==> src/rtl/melody_player.sv <==
// Note-ROM sequencer: fetches 10-bit note words at a fixed tempo and drives a registered frequency word in Hz.
// Optional articulation gap (silence at the tail of each note) is enabled by defining MELODY_ARTIC_GAP_EN.
module melody_player #(
  parameter int unsigned BEAT_DIV   = 12_500_000,
  parameter int unsigned ADDR_W     = 6,
  parameter int unsigned LOOP       = 1,
  parameter int unsigned GAP_CYCLES = 1_000_000
) (
  input  logic              clk,
  input  logic              rst,
  input  logic              enable,
  output logic [ADDR_W-1:0] rom_addr,
  input  logic [9:0]        rom_data,
  output logic [31:0]       freq,
  output logic              busy,
  output logic              done,
  output logic [2:0]        dbg_state
);

  typedef enum logic [2:0] {S_IDLE, S_FETCH, S_DECODE, S_PLAY, S_DONE} state_e;

  localparam int unsigned TICK_W = (BEAT_DIV > 1) ? $clog2(BEAT_DIV) : 1;
  localparam logic [TICK_W-1:0] TICK_MAX = TICK_W'(BEAT_DIV - 1);

  if (BEAT_DIV == 0 || GAP_CYCLES > 32'h7fff_ffff) begin : g_bad_cfg
    $error("melody_player: BEAT_DIV must be nonzero and GAP_CYCLES below 2^31");
  end

  state_e              state_q, state_d;
  logic [ADDR_W-1:0]   addr_q, addr_d;
  logic [31:0]         freq_q, freq_d;
  logic                done_q, done_d;
  logic [TICK_W-1:0]   tick_q, tick_d;
  logic [3:0]          beat_q, beat_d;
  logic [3:0]          dur_q, dur_d;
  logic                note_end;
  logic                addr_last;
`ifdef MELODY_ARTIC_GAP_EN
  logic [31:0]         rem_q, rem_d;
  logic [31:0]         note_len;
  assign note_len = 32'(rom_data[9:6]) * BEAT_DIV;
`endif

  function automatic logic [31:0] note_hz(input logic [9:0] w);
    logic [8:0] base;
    base = '0;
    case (w[3:0])
      4'd0:    base = 9'd262;
      4'd1:    base = 9'd277;
      4'd2:    base = 9'd294;
      4'd3:    base = 9'd311;
      4'd4:    base = 9'd330;
      4'd5:    base = 9'd349;
      4'd6:    base = 9'd370;
      4'd7:    base = 9'd392;
      4'd8:    base = 9'd415;
      4'd9:    base = 9'd440;
      4'd10:   base = 9'd466;
      4'd11:   base = 9'd494;
      default: base = 9'd0;
    endcase
    return 32'(base) << w[5:4];
  endfunction

  assign note_end  = (state_q == S_PLAY) && (tick_q == TICK_MAX) && (beat_q == dur_q - 4'd1);
  assign addr_last = (addr_q == {ADDR_W{1'b1}});

  always_comb begin
    state_d = state_q;
    addr_d  = addr_q;
    freq_d  = freq_q;
    done_d  = done_q;
    tick_d  = tick_q;
    beat_d  = beat_q;
    dur_d   = dur_q;
`ifdef MELODY_ARTIC_GAP_EN
    rem_d   = rem_q;
`endif
    // Dropping enable aborts from any state and rewinds the song.
    if (!enable) begin
      state_d = S_IDLE;
      addr_d  = '0;
      freq_d  = '0;
      done_d  = 1'b0;
      tick_d  = '0;
      beat_d  = '0;
`ifdef MELODY_ARTIC_GAP_EN
      rem_d   = '0;
`endif
    end else begin
      case (state_q)
        S_IDLE: begin
          freq_d  = '0;
          state_d = S_FETCH;
        end
        S_FETCH: state_d = S_DECODE;
        S_DECODE: begin
          if (rom_data[9:6] != 4'd0) begin
            freq_d  = note_hz(rom_data);
            dur_d   = rom_data[9:6];
            tick_d  = '0;
            beat_d  = '0;
            state_d = S_PLAY;
`ifdef MELODY_ARTIC_GAP_EN
            rem_d   = note_len;
            if (note_len <= GAP_CYCLES) freq_d = '0;
`endif
          end else if (LOOP != 0) begin
            addr_d  = '0;
            state_d = S_FETCH;
          end else begin
            freq_d  = '0;
            done_d  = 1'b1;
            state_d = S_DONE;
          end
        end
        S_PLAY: begin
          if (note_end) begin
            tick_d = '0;
            beat_d = '0;
            // The last ROM slot ending a note counts as end-of-song.
            if (!addr_last) begin
              addr_d  = addr_q + 1'b1;
              state_d = S_FETCH;
            end else if (LOOP != 0) begin
              addr_d  = '0;
              state_d = S_FETCH;
            end else begin
              freq_d  = '0;
              done_d  = 1'b1;
              state_d = S_DONE;
            end
          end else begin
            if (tick_q == TICK_MAX) begin
              tick_d = '0;
              beat_d = beat_q + 4'd1;
            end else begin
              tick_d = tick_q + 1'b1;
            end
`ifdef MELODY_ARTIC_GAP_EN
            rem_d = rem_q - 32'd1;
            if (rem_q - 32'd1 <= GAP_CYCLES) freq_d = '0;
`endif
          end
        end
        S_DONE: begin
          freq_d = '0;
          done_d = 1'b1;
        end
        default: state_d = S_IDLE;
      endcase
    end
  end

  always_ff @(posedge clk) begin
    if (rst) begin
      state_q <= S_IDLE;
      addr_q  <= '0;
      freq_q  <= '0;
      done_q  <= 1'b0;
      tick_q  <= '0;
      beat_q  <= '0;
      dur_q   <= '0;
`ifdef MELODY_ARTIC_GAP_EN
      rem_q   <= '0;
`endif
    end else begin
      state_q <= state_d;
      addr_q  <= addr_d;
      freq_q  <= freq_d;
      done_q  <= done_d;
      tick_q  <= tick_d;
      beat_q  <= beat_d;
      dur_q   <= dur_d;
`ifdef MELODY_ARTIC_GAP_EN
      rem_q   <= rem_d;
`endif
    end
  end

  assign rom_addr  = addr_q;
  assign freq      = freq_q;
  assign done      = done_q;
  assign busy      = (state_q != S_IDLE) && (state_q != S_DONE);
  assign dbg_state = state_q;

endmodule

==> config.mk <==
export PLATFORM = sky130hd
export DESIGN_NAME = melody_player
export DESIGN_NICKNAME = d
export VERILOG_FILES = /design/src/rtl/melody_player.sv
export SDC_FILE = /design/constraint.sdc
export NUM_CORES = 1
export LEC_CHECK = 0
export CORE_UTILIZATION = 40
export CTS_CLUSTER_DIAMETER = 60
export DETAILED_ROUTE_END_ITERATION = 16
export PLACE_DENSITY = 0.67
export SLEW_MARGIN = 20
export SYNTH_ARGS = -nofsm -noshare
export SYNTH_HDL_FRONTEND = slang
export SYNTH_SLANG_ARGS = --single-unit
==> constraint.sdc <==
create_clock -name clk -period 2.35 [get_ports clk]
set_clock_uncertainty 0.05 [all_clocks]
set_input_delay 0.235 -clock clk [delete_from_list [all_inputs] [get_ports clk]]
set_output_delay 0.235 -clock clk [all_outputs]
set_load 0.1 [all_outputs]
# After elaboration in Yosys (flattened, before gate mapping)
# Memories as Yosys holds them, arrays and structs flattened.
# Cells that the tools add are included.
dict set report word_totals {
  ff_bits 74
  romBits 144
  inputBits 13
  output_inout_bits 43
  elab_cells 63
  memories 1
}
# memory depth width read_ports rd_clocked_by_memory_dff wr line
set mem_list {}
lappend mem_list {{(no name shown)} 16 9 1 0 0 47} ;# case (w[3:0])
dict set report classes {
  n_addsub 4
  n_eq_ne 12
  shift 1
  mux 20
  bitwise_logic 2
  reduce_logical 16
}
# op n
set ops {}
lappend ops {{$mux 24} 3}
lappend ops {{$pmux 32 s2} 1}
lappend ops {{$pmux 24 s2} 1}
lappend ops {{$mux 32} 1}
lappend ops {{$shl 9x2->32} 1}
lappend ops {{$mux 9} 3}
lappend ops {{$add 24x1->24 const B} 1}
lappend ops {{$eq 24x24->1 const B} 1}
lappend ops {{$mux 6} 3}
lappend ops {{$pmux 3 s5} 1}
lappend ops {{$mux 4} 3}
lappend ops {{$pmux 6 s2} 1}
lappend ops {{$reduce_and 3->1} 3}
lappend ops {{$pmux 4 s2} 1}
lappend ops {{$add 6x1->6 const B} 1}
lappend ops {{$eq 3x2->1 const B} 2}
lappend ops {{$eq 6x6->1 const B} 1}
lappend ops {{$ne 2x2->1 const B} 3}
lappend ops {{$reduce_and 2->1} 3}
lappend ops {{$add 4x1->4 const B} 1}
lappend ops {{$eq 4x4->1} 1}
lappend ops {{$reduce_bool 2->1} 2}
lappend ops {{$reduce_bool 4->1} 1}
lappend ops {{$reduce_or 2->1} 2}
lappend ops {{other kinds (11)} 14}

# Longest topological paths before layout
# Gate-level depths: netlist of run 1.
dict set report depth {
  ltp_word 7
  mapped_depth 8
  ltp_nobuf 7
}

# Least setup slack after synthesis of run 1
# Ideal clock, no wire load.
dict set report synth_timing {
  kind {register to register}
  start {register state_q[1] (netlist: dbg_state[1])}
  end {register freq_q[1] (netlist: freq[1])}
  setup_time_ns 0.070
  t_arrival_ns 2.779
  required_time_ns 2.230
  slack_ns -0.549
  path_stages_with_launch 6
  n_path_buf 2
  synth_period_minus_slack_ns 2.899
  path_cell_list {dfxtp_1 buf_2 or2_2 clkbuf_1 a32oi_1 nor2_1}
}
dict set report synth_via {
  elab_chain_cells 4
  word_cells_on_any_way 8
  classes_between {eq/ne (3); mux (1); reduce/logical (4)}
}
# element line
set synth_lines {}
lappend synth_lines {{start, declared} 29} ;# state_e state_q, state_d;
lappend synth_lines {{start signal, assigned} 168} ;# state_q <= state_d;
lappend synth_lines {{$eq 3x3->1 or $logic_not 3->1 (tied branches)} 91} ;# case (state_q)
lappend synth_lines {{$reduce_or 2->1 (no line)} n/a}
lappend synth_lines {{$reduce_bool 2->1 (no line)} n/a}
lappend synth_lines {{$reduce_and 2->1 (no line)} n/a}
lappend synth_lines {{end signal, assigned} 170} ;# freq_q <= freq_d;
lappend synth_lines {{end, declared} 31} ;# logic [31:0] freq_q, freq_d;
# Several ways; a longest one is shown, not always the timed one.
# A chain may end at the register's enable or synchronous reset.

# Worst setup path after layout of run 1
dict set report layout_timing {
  start {register dur_q[0]}
  end {register addr_q[2] (netlist: rom_addr[2])}
}
dict set report layout_via {
  elab_chain_cells 5
}
# element line
set layout_lines {}
lappend layout_lines {{start, declared} 35} ;# logic [3:0] dur_q, dur_d;
lappend layout_lines {{start signal, assigned} 174} ;# dur_q <= dur_d;
lappend layout_lines {{$sub 4x1->4} 65} ;# assign note_end = (state_q == S_PLAY) && (tick_q == TICK_MAX) && (beat_q == dur_q - 4'd1);
lappend layout_lines {{$eq 4x4->1} 65}
lappend layout_lines {{$logic_and 1x1->1} 65}
lappend layout_lines {{$ne 2x2->1 (no line)} n/a}
lappend layout_lines {{$reduce_and 3->1 (no line)} n/a}
lappend layout_lines {{end signal, assigned} 169} ;# addr_q <= addr_d;
lappend layout_lines {{end, declared} 30} ;# logic [ADDR_W-1:0] addr_q, addr_d;
# Every way passes these cells.

==> flow_metrics.tcl, run 1 <==
set metrics [dict create \
    ff2ff_path_depth 8 \
    timing.final.crit_period_ns 2.19 \
    finalMaxSlewViolations 0 \
    synthMuxAreaShare_pct 2.20 \
    synth_compound_gate_area_share_pct 19.1 \
    setup.worst_path.end "rom_addr[2]" \
    cp_slowest_cell "dfxtp_1" \
    place.gp.congestion 0.815 \
    synth_area_leaders "dfxtp_1 32%, buf_4 5.1%, nand3_1 4.6%, a21oi_1 4.5%, xnor2_1 4.1%" \
    grt_pass1_wl_um 12300 \
    firstDrtPassIters 4 \
    port_buffers 33 \
    clk_latency_ns 0.31 \
    grt_overflow_total 0 \
    ant_nets 0 \
    clkTransAtPathRegs_ns 0.10 \
    cts-root-buf "clkbuf_8" \
    nFillCells 780 \
    leakage_nw 1.37 \
    synth_fa_ha_area_share_pct 3.87 \
    multi_input_area_mm2 0.00197 \
    synth_ff_type "dfxtp_1" \
    hpwl_um 5430 \
    max_freq_ghz 0.457 \
    core_area_mm2 0.00777 \
    required_ns 2.53 \
    seq_area_frac_synth_pct 32.2 \
    grt_pass1_vias 2693 \
    final_area_mm2 0.00373 \
    avgSynthCellArea_um2 8.13 \
    worstPathCellList "inv_1 > ha_1 > xnor2_1 > nor3_2 > nand2_1 > buf_4 > or3_1 > a31oi_1" \
    worst_pin_slew_ns 0.544 \
    status "finished, final reports clean" \
    critical_path_arrival_ns 2.36 \
    layout.nets 460 \
    cts_hold_buf 0 \
    cp-startpoint "dur_q[0]" \
    track_usage_pct 17.4 \
    hold_viol 0 \
    syn2layout_area_growth_pct 15.4 \
    synthArstFlopShare_pct 0 \
    slew_headroom_pct 63.6 \
    fin_crit_sh_pct 93.2 \
    cts_buffers 5 \
    r2r_slack_ns 0.16 \
    cts_tree "built" \
    synth_enable_flop_cells 0 \
    yosysMostFrequentCell "dfxtp_1" \
    clock-sinks 52 \
    die_h_um 91.9 \
    critical_path.startpoint_type "register" \
    die_w_um 91.9 \
    synth_area_mm2 0.00324 \
    yosysUniqueCellTypes 58 \
    drtIter0Drc 169 \
    io_pins 56 \
    grt_max_degree 17 \
    worstSetupPathType "reg -> reg" \
    routedWlPerCell_um 13.4 \
    ir_drop_mv 0.231 \
    synthSimpleGateAreaFrac_pct 27.3 \
    dieArea_mm2 0.00845 \
    r2r-end "rom_addr[2]" \
    cpPeakStageDelay_ns 0.40 \
    yosys-top-cells-count "52 x dfxtp_1, 30 x nand2_1, 30 x nand3_1, 30 x nor2_1, 29 x a21oi_1" \
    initial_core_util_pct 41.7 \
    via_count 2919 \
    cts_buffer_depth 2 \
    tns_ns 0 \
    ys_ff_latch 52 \
    drive_gt1_share_pct 14.8 \
    maxCapViolCount 0 \
    netlist_instances 398 \
    via_per_inst 5.41 \
    antenna_found_initial 0 \
    synth_top_family_by_area "simple AND/OR/NAND/NOR gates" \
    hold_path_class "reg -> reg" \
    finalSetupViolCount 0 \
    reg2reg_from "dur_q[0]" \
    yosysTopAreaCell "dfxtp_1" \
    cts_max_level 2 \
    remaining_drc_errors 0 \
    post_dp_cell_area_mm2 0.00364 \
    cp_max_fo 7 \
    synth-xor-area-share_pct 5.88 \
    num_antenna_cells 0 \
    seq_area_mm2 0.00104 \
    rsz0062_at_grt "false" \
    yosys_warnings 0 \
    synth_top_area_share_pct 32.2 \
    wl_um 7240 \
    post_cts_buffers 0 \
    core.rowCount 32 \
    cts_resized 0 \
    end_kind "register" \
    p_per_area_mw_per_mm2 481 \
]
[registers in the layout, summed over array words and instances, names as in the netlist]
register	count
beat_q	4
freq	12
rom_addr	6
tick_q	24
dbg_state	2
dur_q	4
[through the flow]
stage	power [mW]	util [%]	setup WS [ns]	hold slack (ns)	std cells
finish	1.79	48.1	0.160	0.430	540
global route	1.87	48.1	0.00295	0.457	540
CTS	1.82	48.1	0.150	0.433	540
detailed placement	1.27	46.8	0.0320	0.417	532
global placement	1.27	46.8	0.0493	0.405	532
floorplan	1.23	-	0.0900	0.257	419
[per-layer routing]
layer | track usage (%) | vias to the layer above | part of all wire (%)
li1 | - | 1490 | -
met1 | 22.7 | 1367 | 48
met2 | 29.4 | 57 | 48
met3 | 3.57 | 5 | 3.6
met4 | 3.65 | 0 | 0.62
met5 | 0 | - | 0
[worst min path at each step]
stage	start	endpoint	slack [ns]	cells after the start
finish	freq[10]	freq[10]	0.43	2
floorplan	rst	dur_q[0]	0.26	1
global route	freq[6]	freq[6]	0.46	2
detailed placement	freq[10]	freq[10]	0.42	2
CTS	freq[10]	freq[10]	0.43	2
global placement	freq[2]	freq[2]	0.41	2
[where the power goes]
| part | internal (mW) | leakage, nW | switching, mW |
|---|---|---|---|
| registers | 0.885 | 0.420 | 0.00672 |
| logic | 0.0798 | 0.903 | 0.283 |
| clock network | 0.241 | 0.0516 | 0.299 |
[kinds of logic (layout without fill, tap and decap cells)]
| group | Yosys count | count (layout) |
|---|---|---|
| AND/OR/NAND/NOR | 161 | 161 |
| AO/OA/AOI/OAI | 92 | 92 |
| buffers and inverters | 55 | 74 |
| flip-flops | 52 | 52 |
| XOR/XNOR | 20 | 20 |
| adder cells (fa/ha/maj) | 10 | 10 |
| multiplexers | 7 | 7 |
| other | 1 | 22 |
[cell type report]
type,count,share of cell area [%]
clock buffer,6,2.21
clock inverter,2,0.369
inverter,12,1.21
timing repair buffer,54,12.0
tap,102,3.42
multi-input combinational,312,52.8
sequential,52,27.9
[layout by cell type, fill, tap and decap left out, types with 4 or more instances in the layout]
| cell | synthesis | final |
|---|---|---|
| nor2b_1 | 7 | 7 |
| a211oi_1 | 11 | 11 |
| clkbuf_8 | 0 | 6 |
| nand4_1 | 7 | 7 |
| buf_4 | 22 | 41 |
| and3_1 | 6 | 6 |
| o21ai_0 | 10 | 10 |
| inv_1 | 11 | 11 |
| a311oi_1 | 4 | 4 |
| nor2_1 | 30 | 30 |
| clkdlybuf4s50_1 | 0 | 12 |
| a31oi_1 | 7 | 7 |
| or4_1 | 4 | 4 |
| o311ai_0 | 4 | 4 |
| a22oi_1 | 4 | 4 |
| nand2_1 | 30 | 30 |
| a21oi_1 | 29 | 29 |
| nand3_1 | 30 | 30 |
| dfxtp_1 | 52 | 50 |
| conb_1 | 1 | 22 |
| xnor2_1 | 15 | 15 |
| mux2i_1 | 6 | 6 |
| and2_1 | 4 | 4 |
| nor3_1 | 16 | 16 |
| xor2_1 | 4 | 4 |
| ha_1 | 10 | 10 |
[worst max-delay path, delay by kind of cell, from the launching register on]
family | cells | cell delay (ns)
flops | 1 | 0.40
compound gates | 1 | 0.20
xor+xnor | 1 | 0.13
buf+inv | 2 | 0.26
fa+ha+maj | 1 | 0.30
simple gates | 3 | 0.76
Note: power is estimated with default switching activity, not from simulation.
==> run 2: changes to the inputs <==
--- a/config.mk
+++ b/config.mk
@@ -9,6 +9,7 @@
 export CTS_CLUSTER_DIAMETER = 60
 export DETAILED_ROUTE_END_ITERATION = 16
 export PLACE_DENSITY = 0.67
+export RECOVER_POWER = 100
 export SLEW_MARGIN = 20
 export SYNTH_ARGS = -nofsm -noshare
 export SYNTH_HDL_FRONTEND = slang
==> run 2 against run 1 <==
- sequential share of layout area increased by 0.89 points
- worst hold slack got worse by 0.0032 ns
- total power decreased by 0.33%
- setup slack got worse by 0.0096 ns
- global-route usage unchanged
- die area unchanged
- core utilization decreased by 1.5 points
- first-iteration DRC count decreased by 2.4%
==> flow_metrics.tcl, run 2 (synthesized netlist as in run 1, its figures left out) <==
set metrics [dict create \
    status "finished, final reports clean" \
    end_kind "register" \
    fin_crit_sh_pct 93.6 \
    leakage_nw 1.26 \
    multi_input_area_mm2 0.00196 \
    cts_resized 0 \
    fin_util_pct 46.5 \
    cts_max_level 2 \
    place.gp.congestion 0.815 \
    rsz0062_at_grt "false" \
    grt_pass1_wl_um 12300 \
    track_usage_pct 17.4 \
    cts_buffer_depth 2 \
    via_count 2916 \
    timing.final.crit_period_ns 2.20 \
    post_dp_cell_area_mm2 0.00364 \
    worstSetupPathType "reg -> reg" \
    cp_max_fo 7 \
    maxCapViolCount 0 \
    power_mw 1.79 \
    worst_pin_slew_ns 1.21 \
    syn2layout_area_growth_pct 11.7 \
    remaining_drc_errors 0 \
    cts_buffers 5 \
    cts-root-buf "clkbuf_8" \
    wl_um 7250 \
    core_area_mm2 0.00777 \
    firstDrtPassIters 4 \
    largest_reg_flops 24 \
    pwr-share-seq_pct 49.8 \
    critical_path_arrival_ns 2.37 \
    grt_max_degree 17 \
    finalMaxSlewViolations 0 \
    io_pins 56 \
    clock-sinks 52 \
    ant_nets 0 \
    port_buffers 33 \
    tns_ns 0 \
    routedWlPerCell_um 13.4 \
    dieArea_mm2 0.00845 \
    cts_tree "built" \
    final_common_cell "dfxtp_1" \
    core.rowCount 32 \
    num_antenna_cells 0 \
    grt_pass1_vias 2693 \
    nFillCells 799 \
    required_ns 2.52 \
    regMostFlops "tick_q" \
    stdcell_count 540 \
    max_freq_ghz 0.455 \
    slew_headroom_pct 19.9 \
    drtIter0Drc 165 \
    internal_power_mw 1.20 \
    p_sw_uw 590 \
    critical_path.startpoint_type "register" \
    initial_core_util_pct 41.7 \
    die_w_um 91.9 \
    comb_power_share_pct 19.8 \
    drive_gt1_share_pct 8.90 \
    via_per_inst 5.40 \
    final_area_mm2 0.00361 \
    pwr-share-clk_pct 30.4 \
    clk_latency_ns 0.31 \
    final_cell_mix "51 x dfxtp_1, 31 x nand2_1, 30 x nor2_1, 30 x nand3_1, 29 x a21oi_1" \
    hpwl_um 5430 \
    layout.nets 460 \
    grt_overflow_total 0 \
    post_cts_buffers 0 \
    cts_hold_buf 0 \
    finalSetupViolCount 0 \
    hold_path_class "reg -> reg" \
    post-place-cells 532 \
    hold_viol 0 \
    sw_frac_of_total_pct 33.0 \
    p_per_area_mw_per_mm2 495 \
    die_h_um 91.9 \
    seq_area_mm2 0.00104 \
    antenna_found_initial 0 \
    clkTransAtPathRegs_ns 0.11 \
    ir_drop_mv 0.231 \
]
-- run 2: cell count changes in the layout (fill, tap and decap cells not counted), moves of 2 or more --
cell             previous run  this run
buf_4                      41        15
clkbuf_1                    0        24
clkbuf_2                    0         2
clkdlybuf4s50_1            12        10
dlygate4sd3_1               0         2
-- run 2: per-layer routing --
| metal | up-vias | track usage, % | routed length (µm) |
|---|---|---|---|
| li1 | 1487 | - | - |
| met1 | 1359 | 22.7 | 3470 |
| met2 | 61 | 29.4 | 3440 |
| met3 | 9 | 3.57 | 275 |
| met4 | 0 | 3.65 | 66 |
| met5 | - | 0 | 0 |
-- run 2: path summary, 6_finish.rpt --
| check | start | end | slack (ns) | cells after the start |
|---|---|---|---|---|
| hold / removal | freq[6] | freq[6] | 0.43 | 2 |
| setup reg to reg | dur_q[0] | rom_addr[2] | 0.15 | 8 |
| setup / recovery | dur_q[0] | rom_addr[2] | 0.15 | 8 |
| hold reg to reg | freq[6] | freq[6] | 0.43 | 2 |
-- run 2: power groups by stage --
stage | registers (mW) | logic [mW] | clock network (mW)
3_5_place_dp | 0.912 | 0.362 | 0
4_1_cts | 0.892 | 0.362 | 0.563
3_3_place_gp | 0.912 | 0.359 | 0
2_1_floorplan | 0.929 | 0.299 | 0
6_report | 0.891 | 0.354 | 0.543
5_1_grt | 0.893 | 0.375 | 0.599
-- run 2: worst max-delay path, cell delays in order, from the launching register on --
cell	delay, ns
dfxtp_1	0.40
inv_1	0.07
ha_1	0.30
xnor2_1	0.13
nor3_2	0.25
nand2_1	0.16
buf_4	0.19
or3_1	0.34
a31oi_1	0.21
-- run 2: per-stage QoR --
stage | setup WS [ns] | hold slack, ns
finish | 0.151 | 0.426
global route | 0.00295 | 0.456
CTS | 0.150 | 0.433
detailed placement | 0.0320 | 0.417
global placement | 0.0493 | 0.405
floorplan | 0.0900 | 0.257
-- run 2: cell type report --
cell class                      count  area share [%]
Clock buffer                        6            2.29
Clock inverter                      2           0.381
Inverter                           12            1.25
Multi-Input combinational cell    312            54.3
Sequential cell                    52            28.8
Tap cell                          102            3.53
Timing Repair Buffer               54            9.42
